`config.mk`:
```
export PLATFORM = sky130hd
export DESIGN_NAME = oled_spi_arbiter
export DESIGN_NICKNAME = d
export VERILOG_FILES = /design/src/rtl/oled_spi_arbiter.sv
export SDC_FILE = /design/constraint.sdc
export NUM_CORES = 1
export LEC_CHECK = 0
export CORE_MARGIN = 3
export CORE_UTILIZATION = 49
export CTS_BUF_LIST = sky130_fd_sc_hd__clkbuf_2
export DETAILED_ROUTE_END_ITERATION = 8
export PLACE_DENSITY = 0.92
export SLEW_MARGIN = 20
export SYNTH_ARGS = -nofsm -noshare
export SYNTH_HDL_FRONTEND = slang
export SYNTH_SLANG_ARGS = --single-unit
```
`constraint.sdc`:
```
create_clock -name clk -period 2.9 [get_ports clk]
set_input_delay 0.435 -clock clk [delete_from_list [all_inputs] [get_ports clk]]
set_output_delay 0.435 -clock clk [all_outputs]
set_load 0.02 [all_outputs]
```
`src/rtl/oled_spi_arbiter.sv`:
```
// Three-way arbiter in front of a byte-wide SPI master driving an OLED panel.
// Requester 0 owns the bus during panel initialisation; requesters 1 and 2 share it
// round-robin afterwards. An owner may lock the bus across consecutive bytes.
// A per-byte watchdog turns a missing spi_send_done into a timeout_err pulse.
module oled_spi_arbiter #(
  parameter int unsigned TIMEOUT = 1024
) (
  input  logic       clk,
  input  logic       reset_n,
  input  logic       init_done,
  input  logic       req0_send,
  input  logic [7:0] req0_data,
  input  logic       req0_dc,
  input  logic       req0_lock,
  output logic       req0_done,
  input  logic       req1_send,
  input  logic [7:0] req1_data,
  input  logic       req1_dc,
  input  logic       req1_lock,
  output logic       req1_done,
  input  logic       req2_send,
  input  logic [7:0] req2_data,
  input  logic       req2_dc,
  input  logic       req2_lock,
  output logic       req2_done,
  output logic       spi_send,
  output logic [7:0] spi_data,
  output logic       spi_dc,
  input  logic       spi_send_done,
  output logic [1:0] grant,
  output logic       busy,
  output logic       timeout_err
);

  localparam int unsigned CntW = (TIMEOUT > 1) ? $clog2(TIMEOUT) : 1;
  localparam logic [CntW-1:0] CntLast = CntW'(TIMEOUT - 1);

  typedef enum logic [1:0] {StIdle, StIssue, StWait, StDone} state_e;

  state_e          state_q, state_d;
  logic [CntW-1:0] cnt_q, cnt_d;
  logic            spi_send_q, spi_send_d;
  logic [7:0]      spi_data_q, spi_data_d;
  logic            spi_dc_q, spi_dc_d;
  logic [1:0]      grant_q, grant_d;
  logic            busy_q, busy_d;
  logic            timeout_q, timeout_d;
  logic [2:0]      done_q, done_d;
  logic            lock_q, lock_d;
  logic [1:0]      lock_owner_q, lock_owner_d;
  logic            prefer2_q, prefer2_d;

  logic [3:0] send_v, lock_raw, lock_elig;
  logic       lock_live, pick_valid, pick_dc;
  logic [1:0] pick;
  logic [7:0] pick_data;

  assign send_v    = {1'b0, req2_send, req1_send, req0_send};
  assign lock_raw  = {1'b0, req2_lock, req1_lock, req0_lock};
  // A lock survives only while its owner still asks for it and is still eligible.
  assign lock_elig = {1'b0, req2_lock & init_done, req1_lock & init_done, req0_lock & ~init_done};
  assign lock_live = lock_q & lock_elig[lock_owner_q];

  // Pick the winner among eligible requesters (lock first, then phase, then round-robin).
  always_comb begin
    pick_valid = 1'b0;
    pick       = 2'd3;
    if (lock_live) begin
      pick_valid = send_v[lock_owner_q];
      pick       = lock_owner_q;
    end else if (!init_done) begin
      pick_valid = req0_send;
      pick       = 2'd0;
    end else if (req1_send && req2_send) begin
      pick_valid = 1'b1;
      pick       = prefer2_q ? 2'd2 : 2'd1;
    end else if (req1_send) begin
      pick_valid = 1'b1;
      pick       = 2'd1;
    end else if (req2_send) begin
      pick_valid = 1'b1;
      pick       = 2'd2;
    end
  end

  // Select the winner's byte and dc flag.
  always_comb begin
    pick_data = req0_data;
    pick_dc   = req0_dc;
    case (pick)
      2'd1: begin
        pick_data = req1_data;
        pick_dc   = req1_dc;
      end
      2'd2: begin
        pick_data = req2_data;
        pick_dc   = req2_dc;
      end
      default: ;
    endcase
  end

  // Next-state logic.
  always_comb begin
    state_d = state_q;
    unique case (state_q)
      StIdle:  if (pick_valid) state_d = StIssue;
      StIssue: state_d = StWait;
      StWait:  if (spi_send_done || (cnt_q == CntLast)) state_d = StDone;
      StDone:  state_d = StIdle;
      default: state_d = StIdle;
    endcase
  end

  // Next values for the registered outputs, watchdog, lock and round-robin state.
  always_comb begin
    spi_send_d   = 1'b0;
    spi_data_d   = spi_data_q;
    spi_dc_d     = spi_dc_q;
    grant_d      = grant_q;
    done_d       = 3'b000;
    timeout_d    = 1'b0;
    cnt_d        = cnt_q;
    lock_d       = lock_q;
    lock_owner_d = lock_owner_q;
    prefer2_d    = prefer2_q;
    busy_d       = (state_d != StIdle);
    unique case (state_q)
      StIdle: begin
        lock_d = lock_live;
        if (pick_valid) begin
          spi_send_d = 1'b1;
          spi_data_d = pick_data;
          spi_dc_d   = pick_dc;
          grant_d    = pick;
          if (pick == 2'd1) begin
            prefer2_d = 1'b1;
          end else if (pick == 2'd2) begin
            prefer2_d = 1'b0;
          end
        end
      end
      StIssue: cnt_d = '0;
      StWait: begin
        if (spi_send_done) begin
          done_d = {grant_q == 2'd2, grant_q == 2'd1, grant_q == 2'd0};
        end else if (cnt_q == CntLast) begin
          done_d    = {grant_q == 2'd2, grant_q == 2'd1, grant_q == 2'd0};
          timeout_d = 1'b1;
        end else begin
          cnt_d = cnt_q + 1'b1;
        end
      end
      StDone: begin
        grant_d      = 2'd3;
        lock_owner_d = grant_q;
        // A timed-out byte never hands the bus straight back to its owner.
        lock_d       = ~timeout_q & lock_raw[grant_q];
      end
      default: ;
    endcase
  end

  // State and output registers with asynchronous active-low reset.
  always_ff @(posedge clk or negedge reset_n) begin
    if (!reset_n) begin
      state_q      <= StIdle;
      cnt_q        <= '0;
      spi_send_q   <= 1'b0;
      spi_data_q   <= 8'h00;
      spi_dc_q     <= 1'b0;
      grant_q      <= 2'd3;
      busy_q       <= 1'b0;
      timeout_q    <= 1'b0;
      done_q       <= 3'b000;
      lock_q       <= 1'b0;
      lock_owner_q <= 2'd0;
      prefer2_q    <= 1'b0;
    end else begin
      state_q      <= state_d;
      cnt_q        <= cnt_d;
      spi_send_q   <= spi_send_d;
      spi_data_q   <= spi_data_d;
      spi_dc_q     <= spi_dc_d;
      grant_q      <= grant_d;
      busy_q       <= busy_d;
      timeout_q    <= timeout_d;
      done_q       <= done_d;
      lock_q       <= lock_d;
      lock_owner_q <= lock_owner_d;
      prefer2_q    <= prefer2_d;
    end
  end

  assign spi_send    = spi_send_q;
  assign spi_data    = spi_data_q;
  assign spi_dc      = spi_dc_q;
  assign grant       = grant_q;
  assign busy        = busy_q;
  assign timeout_err = timeout_q;
  assign req0_done   = done_q[0];
  assign req1_done   = done_q[1];
  assign req2_done   = done_q[2];

endmodule

```
==> results.json <==
{
  "fmax_ghz": 0.397,
  "via_per_inst": 5.61,
  "regArea_um2": 828,
  "htree_levels": 2,
  "setup_viol": 0,
  "layout_min_cycle_time_ns": 2.52,
  "grtUsageTotal": 0.197,
  "dpl.hpwl_um": 3310,
  "vias": 1705,
  "cts_tree": "built",
  "drt_wl_total_um": 4340,
  "io_pins": 54,
  "startpoint_type": "register",
  "postCtsHoldBufs": 0,
  "io_buffers": 53,
  "numCtsBuffers": 5,
  "ctsResizeCount": 0,
  "gp_congestion": 0.885,
  "root_buffer": "clkbuf_2",
  "fp-row-count": 22,
  "relSlewSlack": 0.658,
  "die-area_um2": 4730,
  "p_clk_frac": 0.099,
  "post_drt_wl_per_cell_um": 14.3,
  "cts.clk_slew.worst_paths_ns": 0.17,
  "multi_input_area_um2": 1020,
  "final_cell_mix": "53 x clkdlybuf4s50_1, 31 x dfrtp_1, 22 x nand2_1, 19 x o21ai_0, 11 x mux2_2",
  "grt_overflow_total": 0,
  "rsz0062_at_grt": "false",
  "cts_buffer_depth": 2,
  "cp.arrival_ns": 2.75,
  "layout_commonest_cell": "clkdlybuf4s50_1",
  "grt_max_degree": 34,
  "synth-edff-count": 0,
  "p_per_area_nw_per_um2": 804,
  "synthArstFlopShare": 1.00,
  "pwr-share-comb": 0.532,
  "ant_nets": 0,
  "hold_viol": 0,
  "synth_top_area_cell": "dfrtp_1",
  "synth_cells": 200,
  "crit_type": "reg -> reg",
  "p_leak_uw": 0.00106,
  "ir_drop_mv": 0.477,
  "cts_sinks": 33,
  "finalMaxSlewViolations": 0,
  "diodes": 0,
  "synth_cell_types": 44,
  "switchingPower_uw": 839,
  "clock_skew_ns": 0.0178,
  "antenna_found_initial": 0,
  "die_height_um": 68.8,
  "drv_cap": 0,
  "crit_path_max_fanout": 10,
  "status": "complete, no violations",
  "nNetsFinal": 299,
  "period_share": 0.868,
  "drive_gt1_frac": 0.121,
  "die_w_um": 68.8,
  "drc": 0,
  "p_int_uw": 1200,
  "endpoint_kind": "register",
  "core-area_um2": 3720,
  "syn_area_per_cell_um2": 9.65,
  "tightest_slew_ns": 0.508,
  "worstPathRequired_ns": 3.14,
  "yosysWarnings": 0,
  "ys_seq_area_frac": 0.429,
  "drtIter0Drc": 99,
  "synth_top_area_share": 0.402,
  "switching_share": 0.411,
  "synth.cell_area_um2": 1930,
  "ys_ff_latch": 33,
  "cts_setup_buffers": 0,
  "drt_first_pass_iters": 4,
  "synthFlopType": "dfrtp_1",
  "initial_utilization": 0.519,
  "area_growth_pct": 31.7,
  "grt_pass1_wl_um": 6980,
  "synth_area_leaders": "dfrtp_1 40%, mux2_2 6.4%, o21ai_0 4.9%, ha_1 4.5%, nand2_1 4.3%",
  "p_total_uw": 2040,
  "num-fill-cells": 293,
  "worstSkewPairLatency_ns": 0.35,
  "grt_pass1_vias": 1588,
  "fin_setup_tns_ns": 0,
  "synth_fp_nets": 244,
  "hp-class": "in -> async",
  "pwr-share-seq": 0.369
}
## path summary, 6_finish.rpt
check | startpoint | to | slack [ns] | cells past startpoint
hold reg to reg | spi_data[6] | spi_data[6] | 0.53 | 1
hold / removal | reset_n | spi_data[2] | 0.46 | 2
max in group asynchronous | reset_n | grant[0] | 2.11 | 2
min in group clk | spi_data[6] | spi_data[6] | 0.53 | 1
setup / recovery | lock_owner_q[0] | spi_data[6] | 0.38 | 8
setup reg to reg | lock_owner_q[0] | spi_data[6] | 0.38 | 8
## per-stage QoR
step | area [µm²] | std cells | setup WS, ns | hold slack, ns | utilization
global placement | 2500 | 296 | 0.144 | 0.487 | 0.674
global route | 2540 | 304 | 0.204 | 0.447 | 0.684
detailed placement | 2500 | 296 | 0.0247 | 0.495 | 0.674
CTS | 2540 | 304 | 0.393 | 0.451 | 0.684
floorplan | 1930 | 200 | 0.539 | 0.139 | -
finish | 2540 | 304 | 0.383 | 0.457 | 0.684
## Yosys cell counts (all sizes together), types with 2 or more instances
library cell and instances:
ha 7, a21boi 2, o21ai 20, clkbuf 6
inv 8, a22oi 9, a21oi 5, nand2b 2
nor3b 4, nor3 6, xnor2 2, dfrtp 31
nand4 2, a221oi 2, nor2b 6, nand3 9
nand2 22, buf 3, mux2i 6, dfstp 2
and4 2, a21o 2, a311oi 3, mux2 11
nor2 10, a31oi 3, nand3b 3, or3 2
## worst max-delay path: stages (launching register included)
cell and delay (ns):
dfrtp_1 0.52, and3b_2 0.30, o21ai_2 0.08, a311oi_1 0.48, inv_1 0.11, ha_1 0.34
a22oi_1 0.19, o21ai_0 0.11, mux2_2 0.27
## cell families (layout without fill, tap and decap cells)
logic type | after synthesis | after routing | synth area share
adders and majority gates | 7 | 7 | 0.0454
DFF | 33 | 33 | 0.429
muxes | 17 | 17 | 0.0953
AOI/OAI and AO/OA | 51 | 51 | 0.174
buffers and inverters | 17 | 73 | 0.0396
xor gates and xnor gates | 2 | 2 | 0.00908
and+or+nand+nor | 73 | 73 | 0.208
## power by group through the flow
stage	registers (µW)	clock network, µW	logic, µW
after floorplan	829	0	630
after global placement	756	0	1060
after detailed placement	764	0	1090
after CTS	754	212	1090
after global routing	778	234	1200
final	755	202	1090
## state kept, by name, summed over array words and instances (netlist names)
register      count
grant             2
spi_send          1
state_q           2
cnt_q            10
spi_data          8
prefer2_q         1
spi_dc            1
done_q            3
busy              1
lock_owner_q      2
timeout_err       1
lock_q            1
## final cells by class
type                            count  share of cell area
Clock inverter                      3             0.00492
Tap cell                           48              0.0236
Sequential cell                    33               0.326
Multi-Input combinational cell    150               0.403
Inverter                            8              0.0118
Clock buffer                        5             0.00985
Timing Repair Buffer               57               0.221
## layer usage
metal  share of wire  GRT usage  wire, µm  vias to the layer above
met5               0          0         0                        -
met4          0.0092     0.0827        40                        0
met3           0.035     0.0421       150                        2
met2            0.52      0.321      2280                       41
met1            0.43      0.254      1870                      823
li1                -          -         -                      839
(Power assumes the default switching activity.)
